<file path="src/rtl/tpu_pkg.sv">
// Shared definitions for the weight-stationary PE array control path:
// sequencer state encoding, default array geometry, and the compute
// window length shared by the sequencer and anything that schedules
// around it.
package tpu_pkg;

   localparam int N_DEF     = 2;
   localparam int CNT_W_DEF = 8;

   typedef enum logic [1:0] {
      IDLE    = 2'd0,
      LOAD    = 2'd1,
      COMPUTE = 2'd2,
      DONE    = 2'd3
   } seq_state_t;

   // Cycles spent in COMPUTE: fill (N-1) + stream (num_vec) + drain (N).
   function automatic int unsigned win_len(input int unsigned num_vec,
                                           input int unsigned n);
      return num_vec + 2 * n - 1;
   endfunction

endpackage

</file>
<file path="src/rtl/systolic_seq.sv">
// Sequencer for the N x N weight-stationary PE array. Takes one matmul
// command, loads the weights row by row (unless they can be reused),
// then runs the fill/stream/drain window with per-row feed strobes and
// per-column output-valid strobes. All outputs except cmd_ready are
// registered: the next-cycle values are derived from the next state and
// the next phase count, so every strobe lines up with its own cycle.
module systolic_seq
   import tpu_pkg::*;
#(
   parameter int N     = N_DEF,
   parameter int CNT_W = CNT_W_DEF
) (
   input  logic                 clk,
   input  logic                 rst,
   input  logic                 cmd_valid,
   output logic                 cmd_ready,
   input  logic [CNT_W-1:0]     cmd_num_vec,
   input  logic                 cmd_reuse_w,
   input  logic                 abort,
   output logic                 wt_rd_en,
   output logic [$clog2(N)-1:0] wt_rd_addr,
   output logic [N-1:0]         load_weight,
   output logic                 pe_start,
   output logic [N-1:0]         feed_valid,
   output logic [N-1:0]         out_valid,
   output logic                 busy,
   output logic                 done
);

   localparam int AW = $clog2(N);
   // Two extra bits so num_vec + 2N - 1 can never wrap the phase counter.
   localparam int CW = CNT_W + 2;

   seq_state_t       state, state_nxt;
   logic [CW-1:0]    cnt, cnt_nxt;
   logic [CNT_W-1:0] num_vec, nv_nxt;
   logic             wts_valid, wts_nxt;
   logic             accept;

   logic [CW-1:0]    win_last_cur;
   logic [CW-1:0]    win_last_nxt;
   logic [CW-1:0]    nv_ext;

   logic             rd_en_nxt;
   logic [AW-1:0]    addr_nxt;
   logic [N-1:0]     lw_nxt;
   logic             pe_nxt;
   logic [N-1:0]     fv_nxt;
   logic [N-1:0]     ov_nxt;
   logic             busy_nxt;
   logic             done_nxt;

   // Abort masks acceptance even though it is otherwise ignored in IDLE.
   assign cmd_ready = (state == IDLE) & ~abort;
   assign accept    = cmd_valid & cmd_ready;

   // Last phase index of COMPUTE for the command in flight (cur) and for
   // the command that will be in flight next cycle (nxt).
   assign win_last_cur = CW'(win_len(32'(num_vec), N) - 32'd1);
   assign win_last_nxt = CW'(win_len(32'(nv_nxt), N) - 32'd1);
   assign nv_ext       = CW'(nv_nxt);

   // Next state, shared phase counter, latched vector count and weight-valid flag.
   always_comb begin
      state_nxt = state;
      cnt_nxt   = cnt;
      nv_nxt    = num_vec;
      wts_nxt   = wts_valid;
      case (state)
         IDLE: begin
            if (accept) begin
               nv_nxt  = cmd_num_vec;
               cnt_nxt = '0;
               if (!cmd_reuse_w || !wts_valid)
                  state_nxt = LOAD;
               else if (cmd_num_vec == '0)
                  state_nxt = DONE;
               else
                  state_nxt = COMPUTE;
            end
         end
         LOAD: begin
            if (cnt == CW'(N)) begin
               wts_nxt   = 1'b1;
               cnt_nxt   = '0;
               state_nxt = (num_vec == '0) ? DONE : COMPUTE;
            end else begin
               cnt_nxt = cnt + 1'b1;
            end
         end
         COMPUTE: begin
            if (cnt == win_last_cur)
               state_nxt = DONE;
            else
               cnt_nxt = cnt + 1'b1;
         end
         DONE: begin
            state_nxt = IDLE;
            cnt_nxt   = '0;
         end
         default: begin
            state_nxt = IDLE;
            cnt_nxt   = '0;
         end
      endcase
      if (abort && (state != IDLE)) begin
         state_nxt = IDLE;
         cnt_nxt   = '0;
      end
      if (abort)
         wts_nxt = 1'b0;
   end

   // Scalar strobes for the coming cycle, decoded from next state and phase.
   always_comb begin
      rd_en_nxt = (state_nxt == LOAD) && (cnt_nxt < CW'(N));
      addr_nxt  = rd_en_nxt ? cnt_nxt[AW-1:0] : '0;
      pe_nxt    = (state_nxt == COMPUTE) && (cnt_nxt < win_last_nxt);
      busy_nxt  = (state_nxt != IDLE);
      done_nxt  = (state_nxt == DONE);
   end

   // Per-row/column windows: weight row i loads one cycle after its read,
   // row i feeds for num_vec cycles starting at phase i, column j emits
   // for num_vec cycles starting at phase N+j.
   for (genvar i = 0; i < N; i++) begin : g_lane
      assign lw_nxt[i] = (state_nxt == LOAD) && (cnt_nxt == CW'(i + 1));
      assign fv_nxt[i] = (state_nxt == COMPUTE) &&
                         (cnt_nxt >= CW'(i)) && (cnt_nxt < CW'(i) + nv_ext);
      assign ov_nxt[i] = (state_nxt == COMPUTE) &&
                         (cnt_nxt >= CW'(N + i)) && (cnt_nxt < CW'(N + i) + nv_ext);
   end

   // Control state and registered outputs; async reset drops everything at once.
   always_ff @(posedge clk or posedge rst) begin
      if (rst) begin
         state       <= IDLE;
         cnt         <= '0;
         wts_valid   <= 1'b0;
         wt_rd_en    <= 1'b0;
         wt_rd_addr  <= '0;
         load_weight <= '0;
         pe_start    <= 1'b0;
         feed_valid  <= '0;
         out_valid   <= '0;
         busy        <= 1'b0;
         done        <= 1'b0;
      end else begin
         state       <= state_nxt;
         cnt         <= cnt_nxt;
         wts_valid   <= wts_nxt;
         wt_rd_en    <= rd_en_nxt;
         wt_rd_addr  <= addr_nxt;
         load_weight <= lw_nxt;
         pe_start    <= pe_nxt;
         feed_valid  <= fv_nxt;
         out_valid   <= ov_nxt;
         busy        <= busy_nxt;
         done        <= done_nxt;
      end
   end

   // Latched vector count is datapath-like and only meaningful while busy.
   always_ff @(posedge clk) begin
      num_vec <= nv_nxt;
   end

endmodule

</file>
<file path="config.mk">
export PLATFORM = sky130hd
export DESIGN_NAME = systolic_seq
export DESIGN_NICKNAME = d
export VERILOG_FILES = /design/src/rtl/tpu_pkg.sv /design/src/rtl/systolic_seq.sv
export SDC_FILE = /design/constraint.sdc
export NUM_CORES = 1
export LEC_CHECK = 0
export BUFFER_PORTS_ARGS = -buffer_cell sky130_fd_sc_hd__buf_2
export CORE_MARGIN = 10
export CORE_UTILIZATION = 62
export CTS_BUF_LIST = sky130_fd_sc_hd__clkbuf_8
export CTS_CLUSTER_SIZE = 16
export DETAILED_ROUTE_END_ITERATION = 8
export GPL_ROUTABILITY_DRIVEN = 0
export MAX_ROUTING_LAYER = met4
export PLACE_DENSITY = 0.82
export SYNTH_ARGS = -nofsm -noshare
export SYNTH_HDL_FRONTEND = slang
export SYNTH_SLANG_ARGS = --single-unit
export TNS_END_PERCENT = 20
</file>
<file path="constraint.sdc">
create_clock -name clk -period 5 [get_ports clk]
set_input_delay 0.5 -clock clk [delete_from_list [all_inputs] [get_ports clk]]
set_output_delay 0.5 -clock clk [all_outputs]
set_load 0.01 [all_outputs]
</file>
* Yosys cells after proc, flatten, opt, wreduce, memory -nomap -nowiden
Index checks and enable logic that the tools add are counted.
** Cells by class
- Add/subtract/negate cells :: 10
- Magnitude comparators :: 10
- Equal/unequal tests :: 10
- Mux-type cells :: 19
- Bitwise operators :: 3
- Reductions and logical operators :: 24
** Operator list (number)
- $mux W10 :: 4
- $pmux W10 S4 :: 1
- $lt A10 B9 Y1 :: 3
- $eq A10 B2 Y1 const B :: 2
- $ge A10 B1 Y1 const B :: 2
- $ge A10 B2 Y1 const B :: 2
- $sub A10 B2 Y10 const B :: 2
- $sub A9 B1 Y10 const B :: 2
- $add A2 B8 Y9 const A :: 2
- $add A8 B3 Y9 const B :: 2
- $logic_not A8 Y1 :: 2
- $mux W8 :: 2
- $logic_and A1 B1 Y1 :: 13
- $add A10 B1 Y10 const B :: 1
- $eq A10 B1 Y1 const B :: 1
- $eq A10 B10 Y1 :: 1
- $lt A10 B10 Y1 :: 1
- $lt A10 B2 Y1 const B :: 1
- $lt A10 B8 Y1 :: 1
- $mux W2 :: 5
- $add A1 B8 Y9 const A :: 1
- $eq A2 B2 Y1 const B :: 4
- $pmux W2 S4 :: 1
- $reduce_bool A2 Y1 :: 4
- 8 further kinds :: 16
** Storage, ports and cells
- Flip-flop bits (word level) :: 32
- Word-level logic and storage cells :: 88

* Longest topological paths before layout
Gate-level depths: netlist of run 1.
- Depth after elaboration :: 10
- Mapped depth :: 18
- Depth with buffers taken out :: 17

* Worst setup path before layout of run 1
No wires, ideal clock.
- Kind :: reg2reg
- From :: register num_vec[1]
- To :: register feed_valid[0]
- Setup time :: 125 ps
- Arrival time :: 3769 ps
- Slack :: 1106 ps
- Cell stages (with the launch flop) :: 19
- Buffers on the path :: 1
- Period minus slack after synthesis :: 3894 ps
- Cells stage by stage :: dfxtp_1 > ha_1 > xor2_1 > nor4_1 > nand3_1 > or4_1 > buf_2 > a21oi_2 > nor2_1 > o21ai_0 > o31ai_1 > ha_1 > a21o_1 > a21o_1 > a21oi_1 > nor2_1 > a21oi_1 > o211ai_1 > a2111oi_0
** On the way
- Word-level cells in the longest chain between the ends :: 10
- Elaborated cells between the ends (all ways) :: 20
- Classes of those cells :: add/sub (3); order compare (2); eq/ne (2); mux (10); reduce/logical (3)
** RTL lines
- from (decl) :: line systolic_seq.sv:36 : logic [CNT_W-1:0] num_vec, nv_nxt;
- from (signal assigned) :: line systolic_seq.sv:165 : num_vec <= nv_nxt;
- $add A8 B3 Y9 * :: line tpu_pkg.sv:20 : return num_vec + 2 * n - 1;
- $sub A9 B1 Y10 * :: line tpu_pkg.sv:20
- $sub A10 B2 Y10 * :: line systolic_seq.sv:59 : assign win_last_cur = CW'(win_len(32'(num_vec), N) - 32'd1);
- $eq A10 B10 Y1 * :: line systolic_seq.sv:92 : if (cnt == win_last_cur)
- $mux W10 * :: line systolic_seq.sv:92
- $pmux W10 S4 * :: line systolic_seq.sv:69 : case (state)
- $mux W10 * :: line systolic_seq.sv:106 : if (abort && (state != IDLE)) begin
- via cnt_nxt[3] :: line systolic_seq.sv:35 : logic [CW-1:0] cnt, cnt_nxt;
- $ge A10 B1 Y1 :: line systolic_seq.sv:129 : (cnt_nxt >= CW'(i)) && (cnt_nxt < CW'(i) + nv_ext);
- $logic_and A1 B1 Y1 :: line systolic_seq.sv:128 : assign fv_nxt[i] = (state_nxt == COMPUTE) &&
- $logic_and A1 B1 Y1 * :: line systolic_seq.sv:129
- via fv_nxt[0] :: line systolic_seq.sv:48 : logic [N-1:0] fv_nxt;
- to (signal assigned) :: line systolic_seq.sv:156 : feed_valid <= fv_nxt;
- to (decl) :: line systolic_seq.sv:24 : output logic [N-1:0] feed_valid,
Mark *: on every way through the listed nets, which the timed path passes. The rest lies on a longest branch.
A chain may end at the register's enable or synchronous reset.

* Final worst setup path of run 1
Ends and elaborated chain as after synthesis.

==> results.md, run 1 <==
- Run status: finished clean
- Pwr/cell area: 300 nW/um^2
- CTS resizes: 0
- Final Util: 0.716
- DR pass1 iterations: 5
- Post-DRT Antenna Nets: 0
- Final count of hold timing violations: 0
- Slew margin rel.: 0.379
- Worst-path cell chain: ha_1, xor2_1, nor4_1, nand3_1, or4_1, a21oi_2, nor2_1, o21ai_0, o31ai_1, ha_1, a21o_1, a21o_1, a21oi_1, nor2_1, a21oi_1, o211ai_1, a2111oi_0
- Largest net degree at the start of global routing: 25
- Inserted Clock Buffers: 5
- Data arrival time of the critical path: 4.69 ns
- Switch share: 0.418
- Crit path required time: 5.17 ns
- Number of hold buffers added after cts: 0
- Post-synth ARST share: 0.750
- Total grt overflow: 0
- Net count of the mapped netlist: 384
- Synth top area cells: dfrtp_1 (21%), ha_1 (17%), xnor2_1 (6.6%), dfxtp_1 (5.5%), nor2_1 (3.6%)
- Worst-margin pin slew: 0.930 ns
- Max-slew violations: 0
- Power share of the clock group: 0.209
- I/O Pins: 25
- Yosys top cell area share: 0.206
- Area Growth Syn to Fin: 9.33%
- Yosys reg bits: 32
- P_leak: 1.54 nW
- Nets: 410
- Crit share post-route: 0.904
- Synth warn: 0
- Post-route minimum period: 4.52 ns
- CP Capture Type: flip-flop
- Fmax: 0.221 GHz
- Hpwl dp: 6130 microns
- EDFF count, synth: 0
- Type of origin of the critical path: flip-flop
- Clock transition at the registers of the reported paths: 0.07 ns
- Placed Cells: 403
- Die area: 7840 sq um
- # Post-CTS Setup Buffers: 0
- Max incr delay on CP: 0.69 ns
- Drt via density: 6.63
- Top_reg_cell synth: dfrtp_1
- Total Neg Setup Slack: 0 ns
- PortBufs: 24
- Post-route non-filler standard cell count: 411
- Chip width: 88.5 microns
- Routed length per instance: 19.1 microns
- # diodes: 0
- Core region area: 4440 sq um
- Clock Skews: 0.00566 ns
- Initial Utilization: 0.655
- Synth area leader: dfrtp_1
- Total routed wirelength: 7840 microns
- Row cnt: 24
- Int Pwr: 555 uW
- CTS tree: done
- Htree depth: 2
- Cells after synthesis: 332
- Logic pwr share: 0.453
- Clock Path Buffers: 2
- Layout cells sized above 1: 0.153
- Via count: 2724
- RSZ-0062 raised after global routing: no
- Total track usage: 0.214
- Critical-path top delay cell: or4_1
- CTS Sinks: 32
- Root buf cell: clkbuf_8
- Final instance area: 3180 sq um
- Mapped Area: 2910 sq um
- Setup-failing EPs final: 0
- Post-DP Area: 3100 sq um
- Seq pwr share: 0.338
- Peak supply drop: 0.161 mV
- Hold_ws: 0.404 ns
- HP Class: input pin to async pin
- Worst-skew pair later-pin latency: 0.29 ns
- Post-synth cell types: 58
- Max cap viols: 0
- NetSw: 399 uW
- Seq/Total Area, Yosys: 0.261
- Antenna violations before repair: 0
- First-pass GRT wire length: 12800 microns
- 1st-iter DRT viols: 228
- Setup CP Type: flip-flop to flip-flop
- Drc violations: 0
- Synth Area per Inst: 8.77 sq um
- Vias in the first global route: 2673
- Crit Path Max Fanout: 8
- Die Ht: 88.5 microns
## worst max-delay path: cells and delay by family (launching register included)
| kind | cells | cell delay, ns |
|---|---|---|
| AOI/OAI and AO/OA | 9 | 1.81 |
| xor gates and xnor gates | 1 | 0.16 |
| adders and majority gates | 2 | 0.65 |
| DFF | 1 | 0.45 |
| and+or+nand+nor | 5 | 1.34 |
## per-layer routing
metal	vias up	track usage	wire [microns]
met5	-	-	0
met4	0	0.112	247
met3	19	0.0515	571
met2	120	0.357	3960
met1	1301	0.231	3060
li1	1284	-	-
## layout by cell type (no fill, tap or decap), types with 3 or more instances in the layout
master | synthesis | layout
ha_1 | 39 | 39
nor3_1 | 9 | 9
nor2_1 | 28 | 28
nor2b_1 | 3 | 3
mux2i_1 | 9 | 9
xor2_1 | 6 | 6
buf_2 | 3 | 24
dfrtp_1 | 24 | 24
inv_1 | 14 | 14
and2_1 | 3 | 3
and3_1 | 5 | 5
a21oi_1 | 19 | 19
nand2_1 | 23 | 23
nand3_1 | 13 | 13
or2_2 | 5 | 5
o21ai_0 | 9 | 9
dfxtp_1 | 8 | 8
nand2b_1 | 6 | 6
a21o_1 | 9 | 9
xnor2_1 | 22 | 22
nand4_1 | 8 | 8
and4_1 | 5 | 5
o31ai_1 | 5 | 5
a211oi_1 | 5 | 5
clkbuf_8 | 0 | 5
nor4_1 | 7 | 7
buf_4 | 0 | 6
## kinds of logic after synthesis
| group | after synthesis | share of synthesized area |
|---|---|---|
| simple gates | 124 | 0.230 |
| compound gates | 74 | 0.188 |
| fa+ha+maj | 39 | 0.168 |
| flops | 32 | 0.261 |
| xor+xnor | 28 | 0.0842 |
| buf+inv | 25 | 0.0339 |
| mux | 10 | 0.0348 |
## area by class of cell
class | instances | area, sq um
Timing Repair Buffer | 30 | 165
Fill cell | 352 | 1260
Clock inverter | 3 | 18.8
Inverter | 14 | 52.6
Tap cell | 52 | 65.1
Sequential cell | 32 | 761
Clock buffer | 5 | 68.8
Multi-Input combinational cell | 275 | 2050
## synth_stat cells (all sizes together) (9+ instances only)
master	count
a21o	9
a21oi	21
dfrtp	24
ha	39
inv	14
mux2i	9
nand2	24
nand3	14
nor2	28
nor3	10
o21ai	9
xnor2	22
## worst paths after layout
path                       startpoint            end  depth (start not counted)  slack (ns)
max                        num_vec[1]  feed_valid[0]                         17        0.48
min                               rst     wt_rd_addr                          2        0.40
max reg2reg                num_vec[1]  feed_valid[0]                         17        0.48
min reg2reg                 wts_valid      wts_valid                          2        0.54
max in group asynchronous         rst         cnt[2]                          2        4.02
min in group clk                abort      wts_valid                          2        0.54
## metrics by stage
step | power [mW] | worst slack (ns)
6_report | 0.955 | 0.482
5_1_grt | 1.02 | 0.194
4_1_cts | 0.952 | 0.577
3_5_place_dp | 0.751 | 0.639
3_3_place_gp | 0.737 | 0.827
2_1_floorplan | 0.625 | 1.11
## registers in the layout, indices dropped and copies added (netlist names), 2 cells and up
signal       cells
cnt             10
num_vec          8
feed_valid       2
load_weight      2
out_valid        2
state            2
## power groups by stage
stage	combinational [mW]	sequential, mW	clock, mW
after detailed placement	0.425	0.326	0
after global routing	0.483	0.326	0.213
after floorplan	0.307	0.318	0
after CTS	0.429	0.321	0.202
after global placement	0.412	0.325	0
final	0.433	0.322	0.200
Note: power is estimated with default switching activity, not from simulation.
==> run 2: changes to the inputs <==
- ABC_AREA: default -> 1
- CORE_UTILIZATION: 62 -> 63
- PLACE_DENSITY: 0.82 -> 0.83
- SKIP_CTS_REPAIR_TIMING: default -> 1
==> results.md, run 2 <==
- Critical-path top delay cell: o21ai_1
- Drc violations: 0
- Inserted Clock Buffers: 5
- Post-synth ARST share: 0.750
- CTS tree: done
- Largest register FFs: 10
- Synth top area cells: dfrtp_1 (19%), ha_1 (15%), nand2_1 (14%), inv_1 (7.5%), xor2_1 (5.4%)
- Max-slew violations: 0
- Crit Path Max Fanout: 19
- Worst r2r src: state[0]
- DR pass1 iterations: 5
- Synth area leader: dfrtp_1
- Slew margin rel.: 0.392
- Run status: finished clean
- Total routed wirelength: 9040 microns
- Clock transition at the registers of the reported paths: 0.08 ns
- Total grt overflow: 0
- First-pass GRT wire length: 14800 microns
- Count leader, synth: nand2_1
- Yosys top cell area share: 0.187
- Final Util: 0.726
- Hpwl dp: 7320 microns
- Synth Area per Inst: 6.82 sq um
- CP Capture Type: flip-flop
- Fill cell count: 409
- CTS Sinks: 32
- RSZ-0062 raised after global routing: no
- Largest net degree at the start of global routing: 25
- Routed length per instance: 15.9 microns
- Nets: 552
- Commonest non-fill, non-tap cell in the layout: nand2_1
- Synth cell count leaders: nand2_1 (121), inv_1 (64), ha_1 (39), nor2_1 (39), nand3_1 (28)
- Via count: 3273
- Largest regs: cnt x10, num_vec x8
- Max incr delay on CP: 0.43 ns
- Cells after synthesis: 472
- Row cnt: 25
- Post-route minimum period: 3.76 ns
- CP delay by family, top: simple AND/OR/NAND/NOR gates
- Pwr/cell area: 769 nW/um^2
- Total track usage: 0.221
- Area Growth Syn to Fin: 9.41%
- P_leak: 1.97 nW
- Data arrival time of the critical path: 3.94 ns
- Worst-margin pin slew: 0.910 ns
- Core region area: 4850 sq um
- Net count of the mapped netlist: 524
- Top_reg_cell synth: dfrtp_1
- Seq/Total Area, Yosys: 0.236
- Yosys reg bits: 32
- Total Neg Setup Slack: 0 ns
- Clock Path Buffers: 2
- EDFF count, synth: 0
- Die area: 8370 sq um
- HP Class: input pin to async pin
- Vias in the first global route: 3148
- Drt via density: 5.76
- Final count of hold timing violations: 0
- Layout cells sized above 1: 0.152
- PortBufs: 24
- Top reg by flops: cnt
- Worst-skew pair later-pin latency: 0.29 ns
- Root buf cell: clkbuf_8
- WP buf/inv: 3
- Initial Utilization: 0.664
- # diodes: 0
- Clock Skews: 0.0126 ns
- Most frequent cells in the layout: nand2_1 (121), inv_1 (64), nor2_1 (39), ha_1 (39), nand3_1 (28)
- Peak supply drop: 0.498 mV
- 1st-iter DRT viols: 305
- PnR Total Power: 2.71 mW
- Fmax: 0.266 GHz
- Type of origin of the critical path: flip-flop
- Antenna violations before repair: 0
- Post-synth cell types: 38
- Crit share post-route: 0.751
- Max cap viols: 0
- Htree depth: 2
- I/O Pins: 25
- CP Depth: 18
- Synth warn: 0
- Critical path origin: state[0]
- R2R depth: 18
- Chip width: 91.5 microns
- Crit path required time: 5.19 ns
- Post-DRT Antenna Nets: 0
- Setup-failing EPs final: 0
- Mapped Area: 3220 sq um
- Setup CP Type: flip-flop to flip-flop
- Worst-path cell chain: nor2_2, inv_2, nor2_2, nand2_2, o21ai_1, inv_1, ha_1, inv_1, nand2_1, nand2_1, nor2_1, xor2_1, ha_1, nand4_1, a31oi_1, nor2_1, nand2_1, nor2_1
- Die Ht: 91.5 microns
run 2: cell types whose count changed in the layout (fill, tap and decap cells not counted), sizes merged, moves of 6 or more:
cell,before,now
xor2,6,20
a21o,9,0
mux2i,9,0
nand4,8,18
buf,30,24
nand3b,0,7
nand3,14,32
inv,14,76
o21ai,9,20
nand2b,6,0
nand2,24,132
nor2,28,46
xnor2,22,1
run 2: cells by family after synthesis:
group / Yosys count / share of synthesized area
adders and majority gates: 39 / 0.152
AOI/OAI and AO/OA: 50 / 0.0906
buffers and inverters: 81 / 0.0949
xor gates and xnor gates: 21 / 0.0572
DFF: 32 / 0.236
and+or+nand+nor: 249 / 0.369
run 2: worst paths after layout:
path | endpoint | slack, ns
worst max-delay path | out_valid[1] | 1.24
worst min-delay path | cnt[1] | 0.40
worst max register to register | out_valid[1] | 1.24
worst min register to register | wts_valid | 0.52
max in group asynchronous | cnt[5] | 4.04
min in group clk | wts_valid | 0.40
run 2: power by group:
group / total, mW / leakage, nW / internal (mW) / switching, mW
Clock: 0.248 / 0.0541 / 0.147 / 0.100
Sequential: 0.450 / 0.386 / 0.348 / 0.103
Combinational: 2.01 / 1.53 / 0.670 / 1.34
Total: 2.71 / 1.97 / 1.17 / 1.54
run 2: final cells by class:
class,count,area (sq um),share of cell area
multi-input combinational,359,2150,0.611
sequential,32,761,0.216
clock buffer,5,68.8,0.0195
inverter,78,293,0.0832
clock inverter,3,42.5,0.0121
tap,67,83.8,0.0238
timing repair buffer,24,120,0.0341
run 2: per-stage QoR:
step	cell area [sq um]	instances	hold slack (ns)	setup slack (ns)
detailed placement	3410	560	0.515	1.38
global route	3520	568	0.401	0.917
global placement	3410	560	0.510	1.47
CTS	3520	568	0.398	1.33
floorplan	3220	472	0.490	2.02
finish	3520	568	0.398	1.24
run 2: worst reg2reg max path, cell delays in order (launching register included):
cell and delay (ns):
dfrtp_1 0.41, nor2_2 0.41, inv_2 0.18, nor2_2 0.14, nand2_2 0.25, o21ai_1 0.43
inv_1 0.17, ha_1 0.26, inv_1 0.10, nand2_1 0.08, nand2_1 0.10, nor2_1 0.07
xor2_1 0.15, ha_1 0.32, nand4_1 0.14, a31oi_1 0.27, nor2_1 0.06, nand2_1 0.07
nor2_1 0.04
run 2: metal layers:
layer | vias up | global-route usage | wire [microns]
li1 | 1590 | - | -
met1 | 1490 | 0.240 | 3510
met2 | 152 | 0.379 | 4610
met3 | 41 | 0.0239 | 477
met4 | 0 | 0.138 | 439
met5 | - | - | 0
